[src/rtl/rf_write_arbiter.sv]
// Round-robin arbiter sharing the register file write port among N_REQ writeback sources.
// Optional read-port bypass from the output stage is enabled with `define RF_ARB_BYPASS_EN.
module rf_write_arbiter #(
  parameter int N_REQ  = 3,
  parameter int ADDR_W = 5,
  parameter int DATA_W = 32
) (
  input  logic                      clk,
  input  logic                      rst_n,
  input  logic                      wb_stall,
  input  logic [N_REQ-1:0]          req_valid,
  input  logic [N_REQ*ADDR_W-1:0]   req_addr,
  input  logic [N_REQ*DATA_W-1:0]   req_data,
  output logic [N_REQ-1:0]          req_ready,
  output logic                      rfw_enable,
  output logic [ADDR_W-1:0]         rfw_address3,
  output logic [DATA_W-1:0]         rfw_data3,
  output logic [2:0]                grant_id
`ifdef RF_ARB_BYPASS_EN
  ,
  input  logic [ADDR_W-1:0]         byp_raddr1,
  input  logic [ADDR_W-1:0]         byp_raddr2,
  output logic                      byp_hit1,
  output logic                      byp_hit2,
  output logic [DATA_W-1:0]         byp_data
`endif
);

  logic [2:0]        rr_ptr_q,       rr_ptr_d;
  logic              rfw_enable_q,   rfw_enable_d;
  logic [ADDR_W-1:0] rfw_address3_q, rfw_address3_d;
  logic [DATA_W-1:0] rfw_data3_q,    rfw_data3_d;
  logic [2:0]        grant_id_q,     grant_id_d;

  logic              gnt_vld;
  logic [2:0]        gnt_idx;
  logic [2:0]        cand;
  logic [7:0]        valid_pad;
  logic [ADDR_W-1:0] sel_addr;
  logic [DATA_W-1:0] sel_data;

  // Index base+off reduced modulo N_REQ; base is always < N_REQ, off <= N_REQ-1.
  function automatic logic [2:0] wrap_idx(input logic [2:0] base, input int off);
    int s;
    s = int'(base) + off;
    return (s >= N_REQ) ? 3'(s - N_REQ) : 3'(s);
  endfunction

  // Round-robin search starting at rr_ptr; nothing is granted while stalled.
  always_comb begin
    gnt_vld   = 1'b0;
    gnt_idx   = 3'd0;
    cand      = 3'd0;
    valid_pad = 8'(req_valid);
    for (int k = 0; k < N_REQ; k++) begin
      cand = wrap_idx(rr_ptr_q, k);
      if (!gnt_vld && !wb_stall && valid_pad[cand]) begin
        gnt_vld = 1'b1;
        gnt_idx = cand;
      end else begin
        gnt_vld = gnt_vld;
      end
    end
  end

  // One-hot ready plus selection of the granted source's address and data.
  always_comb begin
    req_ready = {N_REQ{1'b0}};
    sel_addr  = {ADDR_W{1'b0}};
    sel_data  = {DATA_W{1'b0}};
    for (int i = 0; i < N_REQ; i++) begin
      if (gnt_vld && (gnt_idx == 3'(i))) begin
        req_ready[i] = 1'b1;
        sel_addr     = req_addr[i*ADDR_W +: ADDR_W];
        sel_data     = req_data[i*DATA_W +: DATA_W];
      end else begin
        req_ready[i] = 1'b0;
      end
    end
  end

  // Output-stage and pointer next state; register 0 writes are accepted but never enabled.
  always_comb begin
    rfw_enable_d   = 1'b0;
    rfw_address3_d = rfw_address3_q;
    rfw_data3_d    = rfw_data3_q;
    grant_id_d     = grant_id_q;
    rr_ptr_d       = rr_ptr_q;
    if (gnt_vld) begin
      rfw_enable_d   = (sel_addr != {ADDR_W{1'b0}});
      rfw_address3_d = sel_addr;
      rfw_data3_d    = sel_data;
      grant_id_d     = gnt_idx;
      rr_ptr_d       = wrap_idx(gnt_idx, 1);
    end else begin
      rfw_enable_d   = 1'b0;
    end
  end

  // State registers; async reset discards any in-flight write immediately.
  always_ff @(posedge clk or negedge rst_n) begin
    if (!rst_n) begin
      rr_ptr_q       <= 3'd0;
      rfw_enable_q   <= 1'b0;
      rfw_address3_q <= {ADDR_W{1'b0}};
      rfw_data3_q    <= {DATA_W{1'b0}};
      grant_id_q     <= 3'd0;
    end else begin
      rr_ptr_q       <= rr_ptr_d;
      rfw_enable_q   <= rfw_enable_d;
      rfw_address3_q <= rfw_address3_d;
      rfw_data3_q    <= rfw_data3_d;
      grant_id_q     <= grant_id_d;
    end
  end

  assign rfw_enable   = rfw_enable_q;
  assign rfw_address3 = rfw_address3_q;
  assign rfw_data3    = rfw_data3_q;
  assign grant_id     = grant_id_q;

`ifdef RF_ARB_BYPASS_EN
  assign byp_hit1 = rfw_enable_q && (rfw_address3_q == byp_raddr1) && (byp_raddr1 != {ADDR_W{1'b0}});
  assign byp_hit2 = rfw_enable_q && (rfw_address3_q == byp_raddr2) && (byp_raddr2 != {ADDR_W{1'b0}});
  assign byp_data = rfw_data3_q;
`endif

endmodule

[config.mk]
export PLATFORM = sky130hd
export DESIGN_NAME = rf_write_arbiter
export DESIGN_NICKNAME = d
export VERILOG_FILES = /design/src/rtl/rf_write_arbiter.sv
export SDC_FILE = /design/constraint.sdc
export NUM_CORES = 1
export LEC_CHECK = 0
export CAP_MARGIN = 10
export CORE_MARGIN = 10
export CORE_UTILIZATION = 40
export DETAILED_ROUTE_END_ITERATION = 8
export PLACE_DENSITY_LB_ADDON = 0.25
export SLEW_MARGIN = 20
export SYNTH_ARGS = -nofsm -noshare
export SYNTH_HDL_FRONTEND = slang
export SYNTH_SLANG_ARGS = --single-unit
[constraint.sdc]
create_clock -name clk -period 7 [get_ports clk]
set_input_delay 1.4 -clock clk [delete_from_list [all_inputs] [get_ports clk]]
set_output_delay 1.4 -clock clk [all_outputs]
set_load 0.1 [all_outputs]
* Yosys cells after proc, flatten, opt, wreduce, memory -nomap -nowiden
Index checks and enable logic that the tools add are counted.
Word-level totals: register bits 44, input bits 117, output and inout bits 44, word-level logic and storage cells 60
Cells by class: $add $sub $neg 7, $lt $le $gt $ge 7, equal/unequal tests 2, muxes and demuxes 26, reduce and logical (&&, ||, !) cells 13
Operators by type and width (count):
- $mux 32 | 3
- $mux 3 | 7
- $mux 5 | 3
- $ge 4x2->1 const B | 3
- $lt 3x4->1 const B | 3
- $sub 3x2->3 const B | 4
- $mux 1 | 10
- $bmux 1 s3 | 3
- $add 3x1->4 const B | 2
- $logic_and 1x1->1 | 8
- $reduce_bool 5->1 | 1
- $add 3x2->4 const B | 1
- $eq 3x1->1 const B | 1
- $eq 3x2->1 const B | 1
- $ge 3x2->1 const B | 1
- $logic_not 1->1 | 3
- $logic_not 3->1 | 1

* Logic depth before layout (Yosys ltp)
depth after elaboration 21, gate-level depth with buffers 17

* Least setup slack after synthesis
OpenSTA, ideal clock, no wires.
path kind input -> output, from input port req_valid[2], to output port req_ready[1], arrival 4624 ps, required time 5600 ps, setup slack 976 ps, stages on the path 10, buffers on the path 2, cell sequence mux2i_1 > o32a_1 > a211o_2 > nand3_1 > a2bb2oi_1 > mux2i_1 > ha_1 > clkbuf_1 > clkbuf_1 > nor2b_1
Between the ends: cells in the longest elaborated chain, start to end 15
RTL lines:
- from (decl) | RTL line 11 | input logic [N_REQ-1:0] req_valid,
- $bmux 1 s3 | RTL line 57 | if (!gnt_vld && !wb_stall && valid_pad[cand]) begin
- $mux 1 (implied by the code) | RTL line 57
- $logic_and 1x1->1 | RTL line 57
- $mux 1 | RTL line 57
- $logic_not 1->1 | RTL line 57
- $logic_and 1x1->1 (2 in a row) | RTL line 57
- $mux 1 | RTL line 57
- $logic_not 1->1 | RTL line 57
- $logic_and 1x1->1 (2 in a row) | RTL line 57
- $mux 3 | RTL line 57
- $eq 3x1->1 | RTL line 72 | if (gnt_vld && (gnt_idx == 3'(i))) begin
- $logic_and 1x1->1 (*) | RTL line 72
- $mux 1 (*) | RTL line 72
- to (decl) | RTL line 14 | output logic [N_REQ-1:0] req_ready,
Every way passes the cells marked *; elsewhere a longest branch is shown, timed or not. The select of a mux whose other input is x is not followed.

* Final worst setup path
from input port req_valid[2], to output port req_ready[2]
Between the ends: cells in the longest elaborated chain, start to end 15
RTL lines:
- $bmux 1 s3 | RTL line 57
- $mux 1 (implied by the code) | RTL line 57
- $logic_and 1x1->1 | RTL line 57
- $mux 1 | RTL line 57
- $logic_not 1->1 | RTL line 57
- $logic_and 1x1->1 (2 in a row) | RTL line 57
- $mux 1 | RTL line 57
- $logic_not 1->1 | RTL line 57
- $logic_and 1x1->1 (2 in a row) | RTL line 57
- $mux 3 (*) | RTL line 57
- named net gnt_idx[1] | RTL line 36 | logic [2:0] gnt_idx;
- $eq 3x2->1 (*) | RTL line 72
- $logic_and 1x1->1 (*) | RTL line 72
- $mux 1 (*) | RTL line 72
Mark *: on every way through the listed nets, which the timed path passes. The rest lies on a longest branch. The select of a mux whose other input is x is not followed.

==> flow_summary.ini <==
[cts]
post_cts_buffers = 0
h-tree-depth = 2
cts-resized-gates = 0
cts_hold_buf = 0
clkSinkCount = 44
clk_path_buf_depth = 2
clk_pin_slew_ns = 0.08
cts_tree = yes
cts_buffers = 5
insertion_delay_ns = 0.28
cts_root_buf = clkbuf_8

[critical_path]
endpoint_kind = output port
startpoint_type = input pin
slowest_stage = inv_1
ff2ff_setup_slack_ns = 2.22
worstReg2RegStart = rr_ptr_q[0]$_DFFE_PN0P_
crit_fanout = 39
startpoint = req_valid[2]
max_stage_delay_ns = 0.70
cp_cell_sequence = clkdlybuf4s50_1 -> mux2i_1 -> o32a_1 -> a211o_2 -> nand3_1 -> a2bb2oi_1 -> mux2i_1 -> inv_1 -> ha_1 -> inv_1 -> nor2_1 -> buf_12
critPathBufInv = 4
cp.depth = 12
crit_type = in2out
cp.required_ns = 5.60
reg2reg_depth = 15
arrival_ns = 4.69
r2r_end = rfw_data3[7]$_DFFE_PN0P_
crit_family = buffers and inverters

[logic_synthesis]
syn_area_per_cell_um2 = 8.98
ys_ff_latch = 44
ys_seq_area_share_pct = 39.3
mappedNetlistArea_mm2 = 0.00280
syn_nets = 442
synthTopCellsByCount = o21ai_0 (79), nand2_1 (47), dfrtp_1 (44), a221o_1 (37), clkbuf_1 (19)
yosysTopAreaCellShare_pct = 39.3
synth_edf_count = 0
synth-async-reset-ratio_pct = 100
ys.flop_type = dfrtp_1
synth_cell_type_count = 43
yosys_warnings = 0
synth_area_leaders = dfrtp_1 (39%), o21ai_0 (14%), a221o_1 (13%), nand2_1 (6.3%), ha_1 (5.8%)
synth.most_common_cell = o21ai_0
syn_inst = 312
synth_top_cell_by_area = dfrtp_1

[drt]
final_antenna_net_count = 0
drtPass1Iterations = 4
wire_per_inst_um = 18.2
drtIter0Drc = 102
wl_mm = 10.0
vias_per_cell = 5.38
drc = 0
num_vias = 2968

[status]
status = finished, final reports clean

[layout]
fillerInstances = 562
antenna_cells = 0
nets = 585
drive_gt1_share_pct = 6.36
syn_to_final_growth_pct = 61.2

[hold_path]
hold_start = grant_id[0]$_DFFE_PN0P_
min_path_type = reg2reg
hold_path_depth = 2
worstHoldEndpoint = grant_id[0]$_DFFE_PN0P_

[floorplanning]
rows = 30
die_h_um = 104
initial_utilization_pct = 41.2
coreArea_mm2 = 0.00679
die_area_mm2 = 0.0108
ios = 161
die_w_um = 104

[grt]
antenna_found_initial = 0
grt_remaining_overflow = 0
grt_max_degree = 63
track_usage_pct = 18.0
grt_pass1_wl_mm = 16.1
grt_pass1_vias = 3146

[sta]
finalSetupViolations = 0
period_needed_ns = 6.09
max-slew-margin-rel_pct = 30.8
finalClockSkew_ns = 0.00794
tns_ns = 0
slew_viol_final = 0
rsz0062_at_grt = false
fin_hold_ws_ns = 0.480
post-route-period-util_pct = 87.0
worst_pin_slew_ns = 1.03
max_freq_ghz = 0.164
hold_viol = 0

[placed_design]
place_congestion = 0.897
port_buffers = 160
hpwl_mm = 7.96

[job]
drv_cap = 0
-- metrics by stage --
step | worst slack (ns) | std cells | util [%] | area, um^2
after floorplan | 0.976 | 312 | - | 2800
after global placement | 1.06 | 544 | 65.1 | 4420
after detailed placement | 0.918 | 544 | 65.1 | 4420
after CTS | 0.867 | 552 | 66.5 | 4520
after global routing | 0.547 | 552 | 66.5 | 4520
final | 0.911 | 552 | 66.5 | 4520
-- state kept, by name (all words and copies together), names as in the netlist --
signal and count:
rfw_address3 5, grant_id 3, rr_ptr_q 3, rfw_data3 32
rfw_enable 1
-- layout make-up --
cell class / instances / area, um^2 / area share, %
multi-input combinational: 232 / 1540 / 34.0
tap: 96 / 120 / 2.66
clock buffer: 6 / 82.6 / 1.83
inverter: 8 / 35.0 / 0.776
sequential: 44 / 1100 / 24.4
clock inverter: 2 / 10.0 / 0.222
timing repair buffer: 164 / 1630 / 36.1
-- placed cells by master (no fill, tap or decap), types with 2 or more instances in the layout --
master,instances
a21oi_1,4
a221o_1,37
a22oi_1,2
buf_4,6
clkbuf_8,6
clkdlybuf4s50_1,156
clkinv_2,2
dfrtp_1,44
ha_1,13
inv_1,7
mux2i_1,6
nand2_1,47
nor2_1,8
nor2b_1,2
nor2b_2,2
nor3_1,4
o21a_1,3
o21ai_0,79
xnor2_1,2
-- worst max path at each step --
stage	end	slack, ns
2_1_floorplan	req_ready[1]	0.98
3_3_place_gp	req_ready[2]	1.06
3_5_place_dp	req_ready[2]	0.92
4_1_cts	req_ready[2]	0.87
5_1_grt	req_ready[2]	0.55
6_report	req_ready[2]	0.91
-- worst register-to-register path, stage by stage, from the launching register on --
cell	delay, ns
dfrtp_1	0.73
ha_1	0.29
ha_1	0.27
nor2b_2	0.20
o32a_1	0.33
a211o_2	0.34
o31a_2	0.30
a2bb2oi_1	0.22
mux2i_1	0.19
ha_1	0.22
buf_4	0.25
nor2b_2	0.44
buf_4	0.39
a221o_1	0.22
o21ai_0	0.10
o21ai_0	0.20
-- layer usage --
metal  vias up  share of wire (%)  global-route usage [%]
met4         0                1.3                    4.27
met1      1384                 38                    18.4
met5         -                  0                       0
met2       125                 50                    31.8
met3        10                 11                    9.17
li1       1449                  -                       -
-- cells by family after synthesis --
group	after synthesis	share of synthesized area, %
and+or+nand+nor	69	10.7
AOI/OAI and AO/OA	141	34.9
buffers and inverters	36	5.99
xor gates and xnor gates	2	0.625
muxes	7	2.64
DFF	44	39.3
adders and majority gates	13	5.81
Power is not shown: default switching activity piles up to over one toggle a cycle in this logic, so the estimate is an artifact.
